$ cat src/rtl/sar_compare_search_pkg.sv
// Shared definitions for the successive-approximation search controller:
// state encoding and the comparator flag-validity check.
package sar_compare_search_pkg;

    localparam logic [1:0] ST_IDLE   = 2'd0;
    localparam logic [1:0] ST_TRIAL  = 2'd1;
    localparam logic [1:0] ST_VERIFY = 2'd2;
    localparam logic [1:0] ST_DONE   = 2'd3;

    // A well-behaved comparator raises exactly one of gt / eq / lt.
    function automatic logic flags_valid(input logic x, input logic y, input logic z);
        return ({x, y, z} == 3'b100) || ({x, y, z} == 3'b010) || ({x, y, z} == 3'b001);
    endfunction

endpackage

$ cat src/rtl/sar_compare_search_settle_timer.sv
// Loadable down-counter that stretches each trial so comparator flags can settle.
module sar_compare_search_settle_timer #(
    parameter int LOAD = 0
) (
    input  logic clk,
    input  logic rst_n,
    input  logic load_i,
    output logic zero_o
);

    logic [3:0] count_q, count_d;

    always_comb begin
        count_d = count_q;
        if (load_i) begin
            count_d = 4'(LOAD);
        end else if (count_q != 4'd0) begin
            count_d = count_q - 4'd1;
        end
    end

    always_ff @(posedge clk or negedge rst_n) begin
        if (!rst_n) begin
            count_q <= 4'd0;
        end else begin
            count_q <= count_d;
        end
    end

    assign zero_o = (count_q == 4'd0);

endmodule

$ cat src/rtl/sar_compare_search.sv
// Binary-search controller: drives the comparator b operand and recovers the value
// on its a input from the gt/eq/lt verdicts, one bit per trial.
module sar_compare_search
    import sar_compare_search_pkg::*;
#(
    parameter int WIDTH      = 4,
    parameter int SETTLE_CYC = 0
) (
    input  logic             clk,
    input  logic             rst_n,
    input  logic             start,
    input  logic             cmp_x,
    input  logic             cmp_y,
    input  logic             cmp_z,
    output logic [WIDTH-1:0] guess,
    output logic             busy,
    output logic             done,
    output logic [WIDTH-1:0] result,
    output logic             found,
    output logic             err
);

    localparam int BW = (WIDTH > 1) ? $clog2(WIDTH) : 1;
    localparam logic [WIDTH-1:0] ONE = WIDTH'(1);
    localparam logic [WIDTH-1:0] MSB = ONE << (WIDTH - 1);

    logic [1:0]       state_q, state_d;
    logic [WIDTH-1:0] acc_q, acc_d;
    logic [BW-1:0]    bit_q, bit_d;
    logic [WIDTH-1:0] guess_q, guess_d;
    logic [WIDTH-1:0] result_q, result_d;
    logic             busy_q, busy_d;
    logic             done_q, done_d;
    logic             found_q, found_d;
    logic             err_q, err_d;
    logic             timer_load;
    logic             timer_zero;
    logic [WIDTH-1:0] new_acc;
    logic [WIDTH-1:0] next_bit_mask;

    sar_compare_search_settle_timer #(
        .LOAD (SETTLE_CYC)
    ) u_timer (
        .clk    (clk),
        .rst_n  (rst_n),
        .load_i (timer_load),
        .zero_o (timer_zero)
    );

    assign new_acc       = cmp_x ? guess_q : acc_q;
    assign next_bit_mask = ONE << (bit_q - BW'(1));

    // Flags are only trusted on the last cycle of a trial (timer at zero).
    always_comb begin
        state_d    = state_q;
        acc_d      = acc_q;
        bit_d      = bit_q;
        guess_d    = guess_q;
        result_d   = result_q;
        busy_d     = busy_q;
        done_d     = 1'b0;
        found_d    = found_q;
        err_d      = err_q;
        timer_load = 1'b0;
        case (state_q)
            ST_IDLE, ST_DONE: begin
                if (start) begin
                    acc_d      = '0;
                    bit_d      = BW'(WIDTH - 1);
                    guess_d    = MSB;
                    busy_d     = 1'b1;
                    found_d    = 1'b0;
                    err_d      = 1'b0;
                    timer_load = 1'b1;
                    state_d    = ST_TRIAL;
                end else begin
                    state_d = ST_IDLE;
                end
            end
            ST_TRIAL: begin
                if (timer_zero) begin
                    if (!flags_valid(cmp_x, cmp_y, cmp_z)) begin
                        err_d    = 1'b1;
                        found_d  = 1'b0;
                        result_d = acc_q;
                        busy_d   = 1'b0;
                        done_d   = 1'b1;
                        state_d  = ST_DONE;
                    end else if (cmp_y) begin
                        result_d = guess_q;
                        found_d  = 1'b1;
                        busy_d   = 1'b0;
                        done_d   = 1'b1;
                        state_d  = ST_DONE;
                    end else begin
                        acc_d      = new_acc;
                        timer_load = 1'b1;
                        if (bit_q != '0) begin
                            bit_d   = bit_q - BW'(1);
                            guess_d = new_acc | next_bit_mask;
                        end else begin
                            guess_d = new_acc;
                            state_d = ST_VERIFY;
                        end
                    end
                end
            end
            ST_VERIFY: begin
                if (timer_zero) begin
                    busy_d  = 1'b0;
                    done_d  = 1'b1;
                    state_d = ST_DONE;
                    if (!flags_valid(cmp_x, cmp_y, cmp_z)) begin
                        err_d    = 1'b1;
                        found_d  = 1'b0;
                        result_d = acc_q;
                    end else begin
                        found_d  = cmp_y;
                        result_d = guess_q;
                    end
                end
            end
            default: state_d = ST_IDLE;
        endcase
    end

    always_ff @(posedge clk or negedge rst_n) begin
        if (!rst_n) begin
            state_q  <= ST_IDLE;
            acc_q    <= '0;
            bit_q    <= '0;
            guess_q  <= '0;
            result_q <= '0;
            busy_q   <= 1'b0;
            done_q   <= 1'b0;
            found_q  <= 1'b0;
            err_q    <= 1'b0;
        end else begin
            state_q  <= state_d;
            acc_q    <= acc_d;
            bit_q    <= bit_d;
            guess_q  <= guess_d;
            result_q <= result_d;
            busy_q   <= busy_d;
            done_q   <= done_d;
            found_q  <= found_d;
            err_q    <= err_d;
        end
    end

    assign guess  = guess_q;
    assign busy   = busy_q;
    assign done   = done_q;
    assign result = result_q;
    assign found  = found_q;
    assign err    = err_q;

endmodule
$ cat config.mk
export PLATFORM = sky130hd
export DESIGN_NAME = sar_compare_search
export DESIGN_NICKNAME = d
export VERILOG_FILES = /design/src/rtl/sar_compare_search_pkg.sv /design/src/rtl/sar_compare_search_settle_timer.sv /design/src/rtl/sar_compare_search.sv
export SDC_FILE = /design/constraint.sdc
export NUM_CORES = 1
export LEC_CHECK = 0
export BUFFER_PORTS_ARGS = -buffer_cell sky130_fd_sc_hd__buf_2
export CORE_MARGIN = 5
export CORE_UTILIZATION = 57
export CTS_CLUSTER_SIZE = 40
export DETAILED_ROUTE_END_ITERATION = 6
export PLACE_DENSITY = 0.82
export SYNTH_ARGS = -nofsm -noshare
export SYNTH_HDL_FRONTEND = slang
export SYNTH_HIERARCHICAL = 1
export SYNTH_SLANG_ARGS = --single-unit
$ cat constraint.sdc
create_clock -name clk -period 2.4 [get_ports clk]
set_input_delay 0.24 -clock clk [delete_from_list [all_inputs] [get_ports clk]]
set_output_delay 0.24 -clock clk [all_outputs]
set_load 0.02 [all_outputs]
# Word-level counts from Yosys, hierarchy flattened
# Cells that the tools add are included.
word_totals:
  reg_bits: 24
  in_bits: 6
  output_inout_bits: 12
  word_cells: 106
op_classes:
  add_sub_neg: 2
  n_eq_ne: 16
  n_shift: 1
  mux: 59
  bitwise_logic: 1
  n_reduce_logical: 17
op_table:
  columns: ["op", "count"]
  rows:
  - ["$mux 4", 17]
  - ["$pmux 4 s2", 3]
  - ["$mux 1", 22]
  - ["$mux 2", 10]
  - ["$ne 2x2->1 const B", 7]
  - ["$reduce_and 4->1", 2]
  - ["$reduce_bool 2->1", 4]
  - ["$pmux 1 s2", 3]
  - ["$pmux 1 s3", 2]
  - ["$pmux 2 s3", 1]
  - ["$reduce_and 3->1", 2]
  - ["$reduce_and 6->1", 1]
  - ["$reduce_and 5->1", 1]
  - ["$eq 2x2->1 const B", 2]
  - ["$logic_not 4->1", 1]
  - ["$ne 4x4->1 const B", 1]
  - ["$or 4x4->4", 1]
  - ["$pmux 2 s2", 1]
  - ["$reduce_bool 4->1", 1]
  - ["$reduce_or 2->1", 2]
  - ["$shl 1x2->4 const A", 1]
  - ["$sub 4x1->4 const B", 1]
  - ["$eq 3x1->1 const B", 1]
  - ["$eq 3x2->1 const B", 1]
  - ["other kinds (7)", 8]

# Logic depth before layout (Yosys ltp)
depth:
  ltp_word: 8
  depth_mapped: 8

# Modules after synthesis
# The synthesis kept the hierarchy.
modules_own_cells:
  columns: ["mod", "n_inst", "cells_per_inst", "area_per_inst_um2", "seq_area_each_um2"]
  rows:
  - ["sar_compare_search", 1, 135, 1280.0, 500.5]
  - ["sar_compare_search_settle_timer", 1, 22, 227.7, 100.1]

# Worst setup path before layout
# Ideal clock, no wire load.
synth_timing:
  path_type: "reg-to-reg"
  startpoint: "reg u_timer.count_q[0]"
  endpoint: "reg acc_q[0]"
  t_arrival_ns: 1.725
  slack_ns: 0.553
  stages_incl_launch_ff: 9
  path_cell_list: "dfrtp_1 -> inv_1 -> ha_1 -> nor3b_4 -> buf_2 -> mux2_4 -> nand2_1 -> a21o_1 -> a32o_1"
synth_via:
  elab_chain_len: 3
synth_rtl:
  columns: ["element", "line", "source"]
  rows:
  - ["from (decl)", "sar_compare_search_settle_timer.sv:11", "logic [3:0] count_q, count_d;"]
  - ["from (signal assigned)", "sar_compare_search_settle_timer.sv:26", "count_q <= count_d;"]
  - ["$logic_not 4->1", "sar_compare_search_settle_timer.sv:30", "assign zero_o = (count_q == 4'd0);"]
  - ["net timer_zero", "sar_compare_search.sv:37", "logic timer_zero;"]
  - ["$ne 2x2->1 (no source line)", null, null]
  - ["$reduce_and 5->1 (no source line)", null, null]
  - ["to (signal assigned)", "sar_compare_search.sv:130", "acc_q <= '0;"]
  - ["to (signal assigned)", "sar_compare_search.sv:140", "acc_q <= acc_d;"]
  - ["to (decl)", "sar_compare_search.sv:28", "logic [WIDTH-1:0] acc_q, acc_d;"]
# The timed path passes the listed nets, and every way through them passes these cells.
# A chain may end at the register's enable or synchronous reset.

# Worst setup path in the final report
layout_timing:
  startpoint: "reg state_q[1]"
  endpoint: "reg acc_q[1]"
layout_via:
  elab_chain_len: 4
layout_rtl:
  columns: ["element", "line", "source"]
  rows:
  - ["from (decl)", "sar_compare_search.sv:27", "logic [1:0] state_q, state_d;"]
  - ["from (signal assigned)", "sar_compare_search.sv:139", "state_q <= state_d;"]
  - ["$eq 2x2->1 / $logic_not 2->1 (equally long branches)", "sar_compare_search.sv:65", "case (state_q)"]
  - ["$reduce_or 2->1", "sar_compare_search.sv:65", null]
  - ["$ne 2x2->1 (no source line) / $reduce_bool 2->1 (equally long branches)", null, null]
  - ["$reduce_and 5->1 (no source line)", null, null]
# Several ways; a longest one is shown, not always the timed one.

==> flow_metrics.py <==
metrics = {
    "synth": {
        "synth.mux.area_fraction_pct": 4.98,
        "synth_area_leaders": "sky130_fd_sc_hd__dfrtp_1, sky130_fd_sc_hd__ha_1, sky130_fd_sc_hd__nand2_1, sky130_fd_sc_hd__mux2i_1, sky130_fd_sc_hd__o21ai_0",
        "synth_xor_area_share_pct": 3.32,
        "syn-instance-count": 157,
        "seq_area_frac_synth_pct": 39.8,
        "yosys.area_share.simple_pct": 18.0,
        "synth_edf_count": 0,
        "yosysMostFrequentCell": "sky130_fd_sc_hd__dfrtp_1",
        "yosys-top-cells-count": "sky130_fd_sc_hd__dfrtp_1, sky130_fd_sc_hd__nand2_1, sky130_fd_sc_hd__o21ai_0",
        "yosys_top_cell_area_share_pct": 39.8,
        "syn_avg_cell_area_um2": 9.60,
        "ys_ff_latch": 24,
        "synthAdderAreaFrac_pct": 5.81,
        "synth.net_count": 170,
        "post_synth_instance_area_um2": 1510,
        "ys_warn_count": 6,
        "synth_flop_cell": "sky130_fd_sc_hd__dfrtp_1",
        "synth-async-reset-ratio_pct": 100,
        "synthDominantAreaCellType": "sky130_fd_sc_hd__dfrtp_1",
        "post_synthesis_compound_gate_area_fraction_pct": 22.7,
        "synthDistinctLibCells": 45,
        "dominant_combinational_cell_family_by_area_after_synthesis": "compound AO/OA/AOI/OAI gates",
    },
    "worst_hold_path": {
        "hold_path_depth": 3,
        "hold_path_startpoint": "start",
        "worst_hold_path_type": "input port to register",
        "holdPathEnd": "busy$_DFFE_PN0P_",
    },
    "critical_path": {
        "critPathArrivalTime_ns": 2.24,
        "reg2reg_to": "acc_q[1]$_DFFE_PN0P_",
        "largest_fanout_on_the_critical_path": 16,
        "ff2ff_setup_slack_ns": 0.39,
        "path_class": "register to register",
        "cp_data_required_time_ns": 2.63,
        "end_kind": "register",
        "regToRegStartpoint": "state_q[1]$_DFFE_PN0P_",
        "ff2ff_path_depth": 6,
        "worstSetupStartpointType": "register",
    },
    "cells_and_area": {
        "final_core_utilization_pct": 66.6,
        "antenna-diode-count": 0,
        "number_of_nets_in_the_layout": 188,
        "area_growth_syn_to_fin_pct": 10.4,
        "final.fill_count": 189,
        "final_layout_size_suffix_gt1_share_pct": 19.5,
    },
    "sta": {
        "fin_skew_ns": 0.00488,
        "timing_worst_slew_pin_value_ns": 0.545,
        "layout_worst_path_cycle_share_pct": 83.8,
        "totalNegativeSetupSlack_ns": 0,
        "finalHoldViolCount": 0,
        "report.final.slew_viol_count": 0,
        "setup_violations": 0,
        "slew-limit-headroom_pct": 63.7,
        "holdWs_ns": 0.204,
        "rsz_0062_raised_after_global_routing": "false",
        "post-route-worst-setup-slack_ns": 0.388,
        "achievable-frequency_mhz": 497,
        "finalCriticalPeriod_ns": 2.01,
    },
    "place": {
        "gpl.final_weighted_congestion": 0.897,
        "io_buffers": 17,
        "dp_hpwl_mm": 2.30,
        "dp_slack_ns": 0.394,
    },
    "clock_tree": {
        "clock_tree_sinks": 24,
        "cts_tree": "done",
        "numCtsBuffers": 3,
        "cts-root-to-sink-buffers": 2,
        "insertion_delay_ns": 0.32,
        "cts_repair_resize_count": 0,
        "path_clk_slew_ns": 0.13,
        "cts_max_level": 1,
        "cts-hold-fix-buffers": 1,
        "ctsRootBufferMaster": "sky130_fd_sc_hd__clkbuf_4",
        "cts_post_setup_buffers_inserted": 0,
    },
    "routing": {
        "drc": 0,
        "wl_per_cell_um": 14.6,
        "drt_wl_total_mm": 2.97,
        "avgViaCountPerCell": 5.75,
        "drt_first_iter_violations": 27,
        "via_count": 1172,
        "detail_route.first_pass.iterations": 5,
        "antenna_violating_nets_post_route": 0,
    },
    "run_status": {
        "status": "complete, no violations",
    },
    "global_route": {
        "grtUsageTotal_pct": 18.2,
        "grt_start_max_net_pins": 25,
        "initial_antenna_violation_count": 0,
        "grt_pass1_wl_mm": 5.10,
        "gr-total-overflow": 0,
        "vias_in_the_first_global_route": 1151,
    },
    "floorplan": {
        "floorplan.core_area_um2": 2500,
        "boundary_pin_count": 18,
        "die_width_um": 61.4,
        "fp.dieH_um": 61.4,
        "row_count": 18,
        "initial_core_util_pct": 60.3,
        "fp.dieArea_um2": 3770,
    },
    "pwr": {
        "total_leakage_power_nw": 0.754,
        "irDropWorstVdd_uv": 1120,
        "totalPowerFinal_mw": 2.22,
        "power_density_nw_per_um2": 1340,
    },
    "job": {
        "maxCapViolCount": 0,
    },
}
-- critical path, cell delays in order (launching register included) --
cell	delay, ns
sky130_fd_sc_hd__dfrtp_1	0.44
sky130_fd_sc_hd__inv_1	0.07
sky130_fd_sc_hd__ha_1	0.49
sky130_fd_sc_hd__inv_1	0.23
sky130_fd_sc_hd__o2111ai_4	0.35
sky130_fd_sc_hd__o22ai_1	0.14
sky130_fd_sc_hd__a22o_1	0.19
-- power breakdown --
group / leakage [nW] / total (mW) / switching [mW] / internal (mW)
Combinational: 0.421 / 1.25 / 0.741 / 0.509
Clock: 0.0279 / 0.293 / 0.124 / 0.169
Sequential: 0.306 / 0.682 / 0.126 / 0.555
Total: 0.754 / 2.22 / 0.991 / 1.23
-- flip-flops by register name, summed over array words and instances (netlist names) --
name and count:
acc_q 4, guess 4, result 4, u_timer/count_q 4, bit_q 2, state_q 2, busy 1, done 1
err 1, found 1
-- through the flow --
stage | instances | instance area [um2]
after global placement | 199 | 1600
after CTS | 204 | 1660
after detailed placement | 199 | 1600
after floorplan | 157 | 1510
after global routing | 204 | 1660
final | 204 | 1660
-- layout make-up --
cell class | count | area [um2] | share of cell area (%)
repair buffers | 20 | 110 | 6.62
clock buffers | 3 | 22.5 | 1.35
well taps | 30 | 37.5 | 2.26
flip-flops and latches | 24 | 601 | 36.1
clock inverters | 1 | 30.0 | 1.80
multi-input cells | 116 | 826 | 49.6
inverters | 10 | 37.5 | 2.26
-- logic make-up (layout without fill, tap and decap cells) --
kind of cell / Yosys count / after routing
xor+xnor: 4 / 4
fa+ha+maj: 7 / 7
simple gates: 52 / 52
mux: 7 / 7
buf+inv: 17 / 34
compound gates: 46 / 46
flops: 24 / 24
-- layout by cell type (no fill, tap or decap), types with 2 or more instances in the layout --
cell | netlist | layout
sky130_fd_sc_hd__dfrtp_1 | 24 | 24
sky130_fd_sc_hd__nand2_1 | 21 | 21
sky130_fd_sc_hd__buf_2 | 5 | 17
sky130_fd_sc_hd__o21ai_0 | 12 | 12
sky130_fd_sc_hd__a21oi_1 | 11 | 11
sky130_fd_sc_hd__inv_1 | 10 | 10
sky130_fd_sc_hd__nor2_1 | 9 | 9
sky130_fd_sc_hd__ha_1 | 7 | 7
sky130_fd_sc_hd__mux2i_1 | 6 | 6
sky130_fd_sc_hd__nand2b_1 | 5 | 5
sky130_fd_sc_hd__o22ai_1 | 4 | 4
sky130_fd_sc_hd__o31ai_1 | 3 | 3
sky130_fd_sc_hd__clkbuf_4 | 0 | 3
sky130_fd_sc_hd__nor3_1 | 2 | 2
sky130_fd_sc_hd__and2_1 | 2 | 2
sky130_fd_sc_hd__nand3b_1 | 2 | 2
sky130_fd_sc_hd__o211ai_1 | 2 | 2
sky130_fd_sc_hd__nand3_1 | 2 | 2
sky130_fd_sc_hd__a32o_1 | 2 | 2
sky130_fd_sc_hd__a2bb2oi_1 | 2 | 2
sky130_fd_sc_hd__buf_4 | 1 | 2
-- how the worst max path moves through the flow --
stage	from	end	cells past startpoint
final	state_q[1]$_DFFE_PN0P_	acc_q[1]$_DFFE_PN0P_	6
after global routing	state_q[1]$_DFFE_PN0P_	u_timer/count_q[3]$_DFFE_PN0P_	7
after CTS	state_q[1]$_DFFE_PN0P_	acc_q[1]$_DFFE_PN0P_	6
after detailed placement	state_q[1]$_DFFE_PN0P_	acc_q[1]$_DFFE_PN0P_	6
after global placement	state_q[1]$_DFFE_PN0P_	acc_q[1]$_DFFE_PN0P_	6
after floorplan	u_timer/count_q[0]$_DFFE_PN0P_	acc_q[0]$_DFFE_PN0P_	8
-- per-layer routing --
metal	part of all wire (%)	wire [um]	track usage [%]
met1	45	1340	24.1
met2	48	1420	29.3
met3	5.7	170	4.19
met4	1.3	40	6.36
met5	0	0	0
(Power assumes the default switching activity.)
